File: config.mk
export PLATFORM = sky130hd
export DESIGN_NAME = uart_tx_sequencer
export DESIGN_NICKNAME = d
export VERILOG_FILES = /design/src/rtl/uart_tx_sequencer.sv
export SDC_FILE = /design/constraint.sdc
export NUM_CORES = 1
export LEC_CHECK = 0
export ABC_CLOCK_PERIOD_IN_PS = 2960
export BUFFER_PORTS_ARGS = -buffer_cell sky130_fd_sc_hd__buf_2
export CORE_ASPECT_RATIO = 1.4
export CORE_MARGIN = 5
export CORE_UTILIZATION = 35
export DETAILED_ROUTE_END_ITERATION = 8
export GPL_TIMING_DRIVEN = 0
export PLACE_DENSITY = 0.49
export SYNTH_ARGS = -nofsm -noshare
export SYNTH_HDL_FRONTEND = slang
export SYNTH_SLANG_ARGS = --single-unit
File: constraint.sdc
create_clock -name clock -period 2.96 [get_ports clock]
set_input_delay 0.592 -clock clock [delete_from_list [all_inputs] [get_ports clock]]
set_output_delay 0.592 -clock clock [all_outputs]
set_load 0.01 [all_outputs]
File: src/rtl/uart_tx_sequencer.sv
// uart_tx_sequencer: pulls bytes from a TX FIFO and serialises them as UART frames.
// Frame: start bit, 8 data bits LSB first, optional parity bit, one or two stop bits.
// Baud timing, parity mode and stop-bit count are captured when a byte is fetched, so
// changing the inputs during a frame only affects later frames.
//
// Handshake with the TX FIFO: fifoData is valid whenever fifoEmpty=0. fifoRe is a one-cycle
// pop strobe. It is asserted only in a cycle where fifoEmpty=0 and txEnable=1, and only
// while the sequencer is idle or in the last cycle of the final stop bit. The byte is
// consumed on the rising edge that ends that cycle.
module uart_tx_sequencer #(
    parameter int DIV_WIDTH = 16
) (
    input  logic                 clock,
    input  logic                 reset,
    input  logic                 txEnable,
    input  logic [DIV_WIDTH-1:0] baudDivisor,
    input  logic                 parityEnable,
    input  logic                 parityOdd,
    input  logic                 twoStopBits,
    input  logic                 fifoEmpty,
    input  logic [7:0]           fifoData,
    output logic                 fifoRe,
    output logic                 txd,
    output logic                 busy,
    output logic                 frameDone
);

    typedef enum logic [2:0] {
        IDLE   = 3'd0,
        START  = 3'd1,
        DATA   = 3'd2,
        PARITY = 3'd3,
        STOP   = 3'd4
    } stateT;

    stateT                state,        stateNext;
    logic [DIV_WIDTH-1:0] bitTimer,     bitTimerNext;
    logic [DIV_WIDTH-1:0] divLatch,     divLatchNext;
    logic [2:0]           bitIndex,     bitIndexNext;
    logic [7:0]           shiftReg,     shiftRegNext;
    logic                 parityBit,    parityBitNext;
    logic                 parityOn,     parityOnNext;
    logic                 twoStop,      twoStopNext;
    logic                 stopIndex,    stopIndexNext;
    logic                 txdReg,       txdNext;
    logic                 bitDone;
    logic                 lastStopCycle;
    logic                 fetch;

    // Frame sequencing: next-state, timer, shift and latched-configuration logic
    always_comb begin
        stateNext     = state;
        bitTimerNext  = bitTimer;
        divLatchNext  = divLatch;
        bitIndexNext  = bitIndex;
        shiftRegNext  = shiftReg;
        parityBitNext = parityBit;
        parityOnNext  = parityOn;
        twoStopNext   = twoStop;
        stopIndexNext = stopIndex;
        txdNext       = 1'b1;

        bitDone       = (bitTimer == '0);
        lastStopCycle = (state == STOP) && bitDone && (!twoStop || stopIndex);
        fetch         = txEnable && !fifoEmpty && ((state == IDLE) || lastStopCycle);

        if (!bitDone) begin
            bitTimerNext = bitTimer - 1'b1;
        end

        case (state)
            IDLE: begin
                stateNext = IDLE;
            end
            START: begin
                if (bitDone) begin
                    stateNext    = DATA;
                    bitTimerNext = divLatch;
                    bitIndexNext = 3'd0;
                end
            end
            DATA: begin
                if (bitDone) begin
                    bitTimerNext = divLatch;
                    if (bitIndex == 3'd7) begin
                        stateNext     = parityOn ? PARITY : STOP;
                        stopIndexNext = 1'b0;
                    end else begin
                        bitIndexNext = bitIndex + 3'd1;
                        shiftRegNext = {1'b0, shiftReg[7:1]};
                    end
                end
            end
            PARITY: begin
                if (bitDone) begin
                    stateNext     = STOP;
                    bitTimerNext  = divLatch;
                    stopIndexNext = 1'b0;
                end
            end
            STOP: begin
                if (bitDone) begin
                    if (lastStopCycle) begin
                        stateNext = IDLE;
                    end else begin
                        stopIndexNext = 1'b1;
                        bitTimerNext  = divLatch;
                    end
                end
            end
            default: begin
                stateNext = IDLE;
            end
        endcase

        // A fetch overrides the above: from IDLE or straight out of the last stop cycle.
        if (fetch) begin
            stateNext     = START;
            bitTimerNext  = baudDivisor;
            divLatchNext  = baudDivisor;
            shiftRegNext  = fifoData;
            parityBitNext = (^fifoData) ^ parityOdd;
            parityOnNext  = parityEnable;
            twoStopNext   = twoStopBits;
            bitIndexNext  = 3'd0;
            stopIndexNext = 1'b0;
        end

        // txd is registered, so it is computed from the state being entered.
        case (stateNext)
            START:   txdNext = 1'b0;
            DATA:    txdNext = shiftRegNext[0];
            PARITY:  txdNext = parityBitNext;
            default: txdNext = 1'b1;
        endcase
    end

    // State and datapath registers with asynchronous active-low reset
    always_ff @(posedge clock or negedge reset) begin
        if (!reset) begin
            state     <= IDLE;
            bitTimer  <= '0;
            divLatch  <= '0;
            bitIndex  <= 3'd0;
            shiftReg  <= 8'h00;
            parityBit <= 1'b0;
            parityOn  <= 1'b0;
            twoStop   <= 1'b0;
            stopIndex <= 1'b0;
            txdReg    <= 1'b1;
        end else begin
            state     <= stateNext;
            bitTimer  <= bitTimerNext;
            divLatch  <= divLatchNext;
            bitIndex  <= bitIndexNext;
            shiftReg  <= shiftRegNext;
            parityBit <= parityBitNext;
            parityOn  <= parityOnNext;
            twoStop   <= twoStopNext;
            stopIndex <= stopIndexNext;
            txdReg    <= txdNext;
        end
    end

    // The pop strobe is gated by reset so the FIFO is never popped while held in reset.
    assign fifoRe    = fetch && reset;
    assign frameDone = lastStopCycle;
    assign busy      = (state != IDLE);
    assign txd       = txdReg;

endmodule

==> flow_metrics.py, run 1 <==
metrics = {
    "worst_setup_path": {
        "critical_path.max_fanout": 10,
        "rrSetupSlack_ns": 0.30,
        "end_kind": "output port",
        "crit_required_ns": 2.37,
        "critPathArrivalTime_ns": 2.20,
        "crit_path_start_kind": "flip-flop",
        "worstSetupPathType": "reg -> out",
    },
    "sta": {
        "rsz0062_at_grt": "false",
        "hold_viol": 0,
        "fmax_mhz": 358,
        "worst_slew_pin_slew_ns": 1.19,
        "setup_ws_ns": 0.168,
        "slew_headroom_pct": 20.8,
        "fin_crit_sh_pct": 94.3,
        "period_minus_slack_ns": 2.79,
        "clock_skew_ns": 0.00684,
        "slew_viol_final": 0,
        "finalSetupViolCount": 0,
    },
    "logic_synthesis": {
        "synth.most_common_cell": "nand2_1",
        "ys_top_cells_by_area": "dfrtp_1 41%, nand2_1 11%, a21oi_1 2.9%",
        "yosys-mux-area-fraction_pct": 1.66,
        "yosys_warnings": 0,
        "synthArstFlopShare_pct": 100,
        "yosysSeqAreaShare_pct": 41.4,
        "synth.distinct_cells": 64,
        "yosysTopAreaCellShare_pct": 40.6,
        "synthSimpleGateAreaFrac_pct": 29.4,
        "synth_fa_ha_area_share_pct": 1.22,
        "yosys-top-cells-count": "92 x nand2_1, 50 x dfrtp_1, 24 x nor2_1, 18 x a21oi_1, 14 x o21ai_0",
        "synth_top_area_cell": "dfrtp_1",
        "synth-edff-count": 0,
        "syn_nets": 402,
        "synth_xor_area_share_pct": 3.12,
        "syn_avg_cell_area_sq_um": 8.38,
        "synth_top_family_by_area": "simple AND/OR/NAND/NOR gates",
        "synth_compound_area_share_pct": 18.9,
        "netlist_instances": 368,
        "synth_ff_type": "dfrtp_1",
        "synth_seq_cells": 51,
        "synth_area_sq_um": 3090,
    },
    "placement": {
        "io_buffers": 34,
        "place_ws_ns": -0.111,
        "gp_congestion": 0.885,
        "place_hpwl_microns": 6560,
    },
    "drt": {
        "vias": 2809,
        "drt_wl_total_microns": 9060,
        "drtIter0Drc": 123,
        "drtPass1Iterations": 4,
        "antenna_left": 0,
        "drc_errors": 0,
        "viasPerCell": 5.43,
        "detail_route.wl_per_cell_microns": 17.5,
    },
    "final_layout": {
        "synthToLayoutAreaGrowth_pct": 18.0,
        "diodes": 0,
        "drive_above_1_share_pct": 18.7,
        "final_nets": 445,
    },
    "floorplan": {
        "initial_core_util_pct": 35.8,
        "io_pins": 35,
        "die-area_sq_um": 10800,
        "rows": 40,
        "core-area_sq_um": 8610,
        "die-width_microns": 89.4,
        "die_h_microns": 121,
    },
    "grt": {
        "grt-ovfl-total": 0,
        "first_global_vias": 2821,
        "antenna_found_initial": 0,
        "grt_pass1_wl_microns": 14700,
        "track_usage_pct": 17.7,
        "grt_start_max_net_pins": 53,
    },
    "clocking": {
        "cts_buffers": 5,
        "cts_tree": "done",
        "clock_latency_ns": 0.30,
        "cts-root-buf": "clkbuf_16",
        "clkTransAtPathRegs_ns": 0.07,
        "clockBufferDepth": 2,
        "ctsHtreeMaxLevel": 2,
        "cts_num_sinks": 51,
    },
    "power_and_ir_drop": {
        "total_power_mw": 1.94,
        "p_leak_nw": 1.56,
        "powerDensity_nw_per_um2": 534,
        "ir_worst_vdd_mv": 0.349,
    },
    "flow_run": {
        "drv_cap": 0,
    },
    "status": {
        "status": "finished, final reports clean",
    },
    "hold_path": {
        "min_path_type": "reg -> reg",
    },
}
-- logic make-up (layout without fill, tap and decap cells) --
| family | count (synthesis) | in the layout |
|---|---|---|
| simple gates | 183 | 183 |
| compound gates | 87 | 87 |
| flops | 51 | 51 |
| buf+inv | 28 | 72 |
| xor+xnor | 11 | 11 |
| mux | 5 | 5 |
| fa+ha+maj | 3 | 3 |
-- state kept, by name (all words and copies together) (netlist names) --
register,count
stopIndex,1
bitTimer,16
txd,1
bitIndex,3
state,3
parityBit,1
shiftReg,8
twoStop,1
divLatch,16
parityOn,1
-- worst paths after layout --
kind / depth (start not counted) / endpoint / from
setup / recovery: 9 / fifoRe / bitTimer[0]$_DFF_PN0_
hold / removal: 2 / shiftReg[2]$_DFFE_PN0P_ / shiftReg[2]$_DFFE_PN0P_
setup reg to reg: 9 / txd$_DFF_PN1_ / bitTimer[0]$_DFF_PN0_
hold reg to reg: 2 / shiftReg[2]$_DFFE_PN0P_ / shiftReg[2]$_DFFE_PN0P_
max in group asynchronous: 1 / bitTimer[9]$_DFF_PN0_ / reset
min in group asynchronous: 1 / divLatch[5]$_DFFE_PN0P_ / reset
-- through the flow --
stage | TNS, ns | std cells | cell area (sq um) | utilization [%] | hold slack (ns)
floorplan | 0 | 368 | 3090 | - | 0.296
global placement | -0.0999 | 507 | 3390 | 39.3 | 0.464
detailed placement | -0.111 | 507 | 3390 | 39.3 | 0.464
CTS | 0 | 515 | 3600 | 41.8 | 0.482
global route | 0 | 517 | 3640 | 42.3 | 0.495
finish | 0 | 517 | 3640 | 42.3 | 0.478
-- worst max-delay path, cell delays in order (launching register included) --
cell	delay [ns]
dfrtp_1	0.43
inv_1	0.11
ha_4	0.19
nor3b_4	0.16
and3_1	0.18
clkbuf_4	0.17
a31o_4	0.24
buf_6	0.15
and2_1	0.15
buf_2	0.13
-- area by class of cell --
cell class	instances	area, sq um
well taps	105	131
multi-input cells	289	1730
repair buffers	37	193
plain buffers	21	115
flip-flops and latches	51	1280
clock inverters	2	38.8
fillers	909	4970
inverters	6	22.5
clock buffers	6	139
-- layout by cell type (no fill, tap or decap), drive strengths merged, types with 9 or more instances in the layout --
| master | instances |
|---|---|
| dfrtp | 50 |
| xnor2 | 9 |
| a21oi | 18 |
| nand3 | 12 |
| nand2 | 92 |
| nor2 | 26 |
| nor3 | 15 |
| clkbuf | 18 |
| o21ai | 20 |
| buf | 46 |
-- where the power goes --
part	switching [mW]	internal [mW]	total, mW
logic	0.229	0.187	0.416
clock network	0.271	0.426	0.696
registers	0.0636	0.768	0.832
-- per-layer routing --
layer / GRT usage (%) / share of wire (%)
met5: 0 / 0
met4: 4.10 / 1.3
met1: 22.3 / 42
met3: 2.51 / 4.2
met2: 31.1 / 52
-- what timing repair did --
| item | 4_1_cts | 5_1_grt |
|---|---|---|
| hold buffers | 0 | 0 |
| setup endpoints to repair | 2 | 2 |
| pin swaps | 0 | 0 |
| buffers inserted | 1 | 2 |
| gates resized for setup | 6 | 8 |
| hold endpoints to repair | 0 | 0 |
(Power assumes the default switching activity.)
==> run 2, diff against run 1 <==
- PLACE_DENSITY: 0.49 -> 0.57
==> run 2 against run 1 <==
Clock power down 4.2%. Critical path depth unchanged. Cell area down 1.3%. Worst hold slack about the same. Maximum frequency down 2.0%. Highest routed layer unchanged.
==> flow_metrics.py, run 2 (synthesis results as in run 1) <==
metrics = {
    "power_and_ir_drop": {
        "ir_worst_vdd_mv": 0.284,
        "powerDensity_nw_per_um2": 530,
        "p_leak_nw": 1.54,
    },
    "drt": {
        "drtPass1Iterations": 4,
        "detail_route.wl_per_cell_microns": 17.7,
        "drt_wl_total_microns": 9120,
        "viasPerCell": 5.63,
        "drtIter0Drc": 237,
        "antenna_left": 0,
        "vias": 2893,
        "drc_errors": 0,
    },
    "final_layout": {
        "multi_input_area_sq_um": 1710,
        "final_nets": 442,
        "utilization_pct": 41.8,
        "final_cell_area_sq_um": 3600,
        "mostFrequentLayoutCells": "92 x nand2_1, 49 x dfrtp_1, 38 x buf_2, 24 x nor2_1, 18 x a21oi_1",
        "diodes": 0,
        "fillers": 914,
        "synthToLayoutAreaGrowth_pct": 16.5,
        "ff_latch_area_sq_um": 1280,
        "top_regs": "bitTimer (16), divLatch (16), shiftReg (8)",
        "drive_above_1_share_pct": 17.8,
        "mostFrequentLayoutCell": "nand2_1",
    },
    "grt": {
        "first_global_vias": 2999,
        "antenna_found_initial": 0,
        "track_usage_pct": 17.9,
        "grt_start_max_net_pins": 53,
        "grt-ovfl-total": 0,
        "grt_pass1_wl_microns": 14800,
    },
    "worst_setup_path": {
        "crit_path_start_kind": "flip-flop",
        "cpLargestDelayFamily": "buffers and inverters",
        "crit_required_ns": 2.37,
        "worstSetupPathType": "reg -> out",
        "cpPeakStageDelay_ns": 0.44,
        "critPathArrivalTime_ns": 2.26,
        "slowest_stage": "dfrtp_1",
        "critical_path.max_fanout": 10,
        "crit_chain": "inv_1 > ha_4 > nor3b_4 > and3_1 > clkbuf_4 > a31o_4 > buf_6 > and2_1 > buf_2",
        "end_kind": "output port",
        "crit_buf_inv": 4,
        "rr_startpoint": "bitTimer[1]$_DFF_PN0_",
        "startpoint": "bitTimer[1]$_DFF_PN0_",
    },
    "placement": {
        "place_hpwl_microns": 6460,
        "place_ws_ns": -0.117,
        "gp_congestion": 0.883,
        "placed_area_sq_um": 3390,
        "io_buffers": 34,
    },
    "clocking": {
        "cts_tree": "done",
        "cts-root-buf": "clkbuf_16",
        "cts_num_sinks": 51,
        "clock_latency_ns": 0.30,
        "ctsHoldBuffers": 0,
        "cts_buffers": 5,
        "clkTransAtPathRegs_ns": 0.07,
        "ctsHtreeMaxLevel": 2,
        "clockBufferDepth": 2,
    },
    "hold_path": {
        "min_from": "divLatch[15]$_DFFE_PN0P_",
        "min_path_type": "reg -> reg",
    },
    "floorplan": {
        "initial_core_util_pct": 35.8,
        "die-area_sq_um": 10800,
        "io_pins": 35,
        "core-area_sq_um": 8610,
        "rows": 40,
        "die-width_microns": 89.4,
        "die_h_microns": 121,
    },
    "status": {
        "status": "finished, final reports clean",
    },
    "sta": {
        "slew_viol_final": 0,
        "setup_ws_ns": 0.111,
        "clock_skew_ns": 0.00857,
        "fin_crit_sh_pct": 96.2,
        "rsz0062_at_grt": "false",
        "slew_headroom_pct": 21.8,
        "hold_viol": 0,
        "holdWs_ns": 0.479,
        "worst_slew_pin_slew_ns": 1.17,
        "fmax_mhz": 351,
        "period_minus_slack_ns": 2.85,
        "finalSetupViolCount": 0,
        "timing.setup.tns_ns": 0,
    },
    "flow_run": {
        "drv_cap": 0,
    },
}
-- run 2: cell type report --
| cell class | count | share of cell area, % |
|---|---|---|
| buffer | 20 | 3.06 |
| tap | 105 | 3.65 |
| inverter | 6 | 0.626 |
| multi-input combinational | 289 | 47.6 |
| clock buffer | 7 | 3.69 |
| sequential | 51 | 35.6 |
| timing repair buffer | 35 | 4.94 |
| clock inverter | 1 | 0.835 |
-- run 2: worst reg2reg max path, cell delays in order (launching register included) --
cell	delay, ns
dfrtp_1	0.44
inv_1	0.10
ha_4	0.19
nor3b_4	0.16
and3_1	0.18
clkbuf_4	0.17
a31oi_2	0.47
clkbuf_1	0.60
o211ai_1	0.19
o21a_1	0.15
-- run 2: what timing repair did --
| item | in CTS | in global routing |
|---|---|---|
| resized for setup | 5 | 6 |
| endpoints found under the setup margin | 2 | 2 |
| setup buffers | 1 | 0 |
-- run 2: metal layers --
layer  GRT usage, %  wire length (microns)
met5              0                      0
met4           9.50                    356
met3           3.19                    393
met2           29.6                   4610
met1           21.5                   3760
-- run 2: report_power, final --
| part | leakage, nW | switching (mW) | total (mW) | internal [mW] |
|---|---|---|---|---|
| logic | 0.845 | 0.226 | 0.405 | 0.178 |
| clock network | 0.0781 | 0.266 | 0.667 | 0.401 |
| registers | 0.613 | 0.0646 | 0.833 | 0.768 |
-- run 2: per-stage QoR --
step,total power [mW],std cells
2_1_floorplan,1.11,368
3_5_place_dp,1.22,507
4_1_cts,1.90,515
5_1_grt,1.99,514
6_report,1.90,514
3_3_place_gp,1.21,507
-- run 2: final timing paths --
| path | slack, ns | end | depth (start not counted) |
|---|---|---|---|
| min reg2reg | 0.48 | divLatch[15]$_DFFE_PN0P_ | 2 |
| min | 0.48 | divLatch[15]$_DFFE_PN0P_ | 2 |
| max reg2reg | 0.21 | bitTimer[15]$_DFF_PN0_ | 9 |
| max | 0.11 | fifoRe | 9 |
| max in group asynchronous | 1.65 | bitTimer[0]$_DFF_PN0_ | 1 |
| min in group asynchronous | 0.53 | bitTimer[1]$_DFF_PN0_ | 1 |
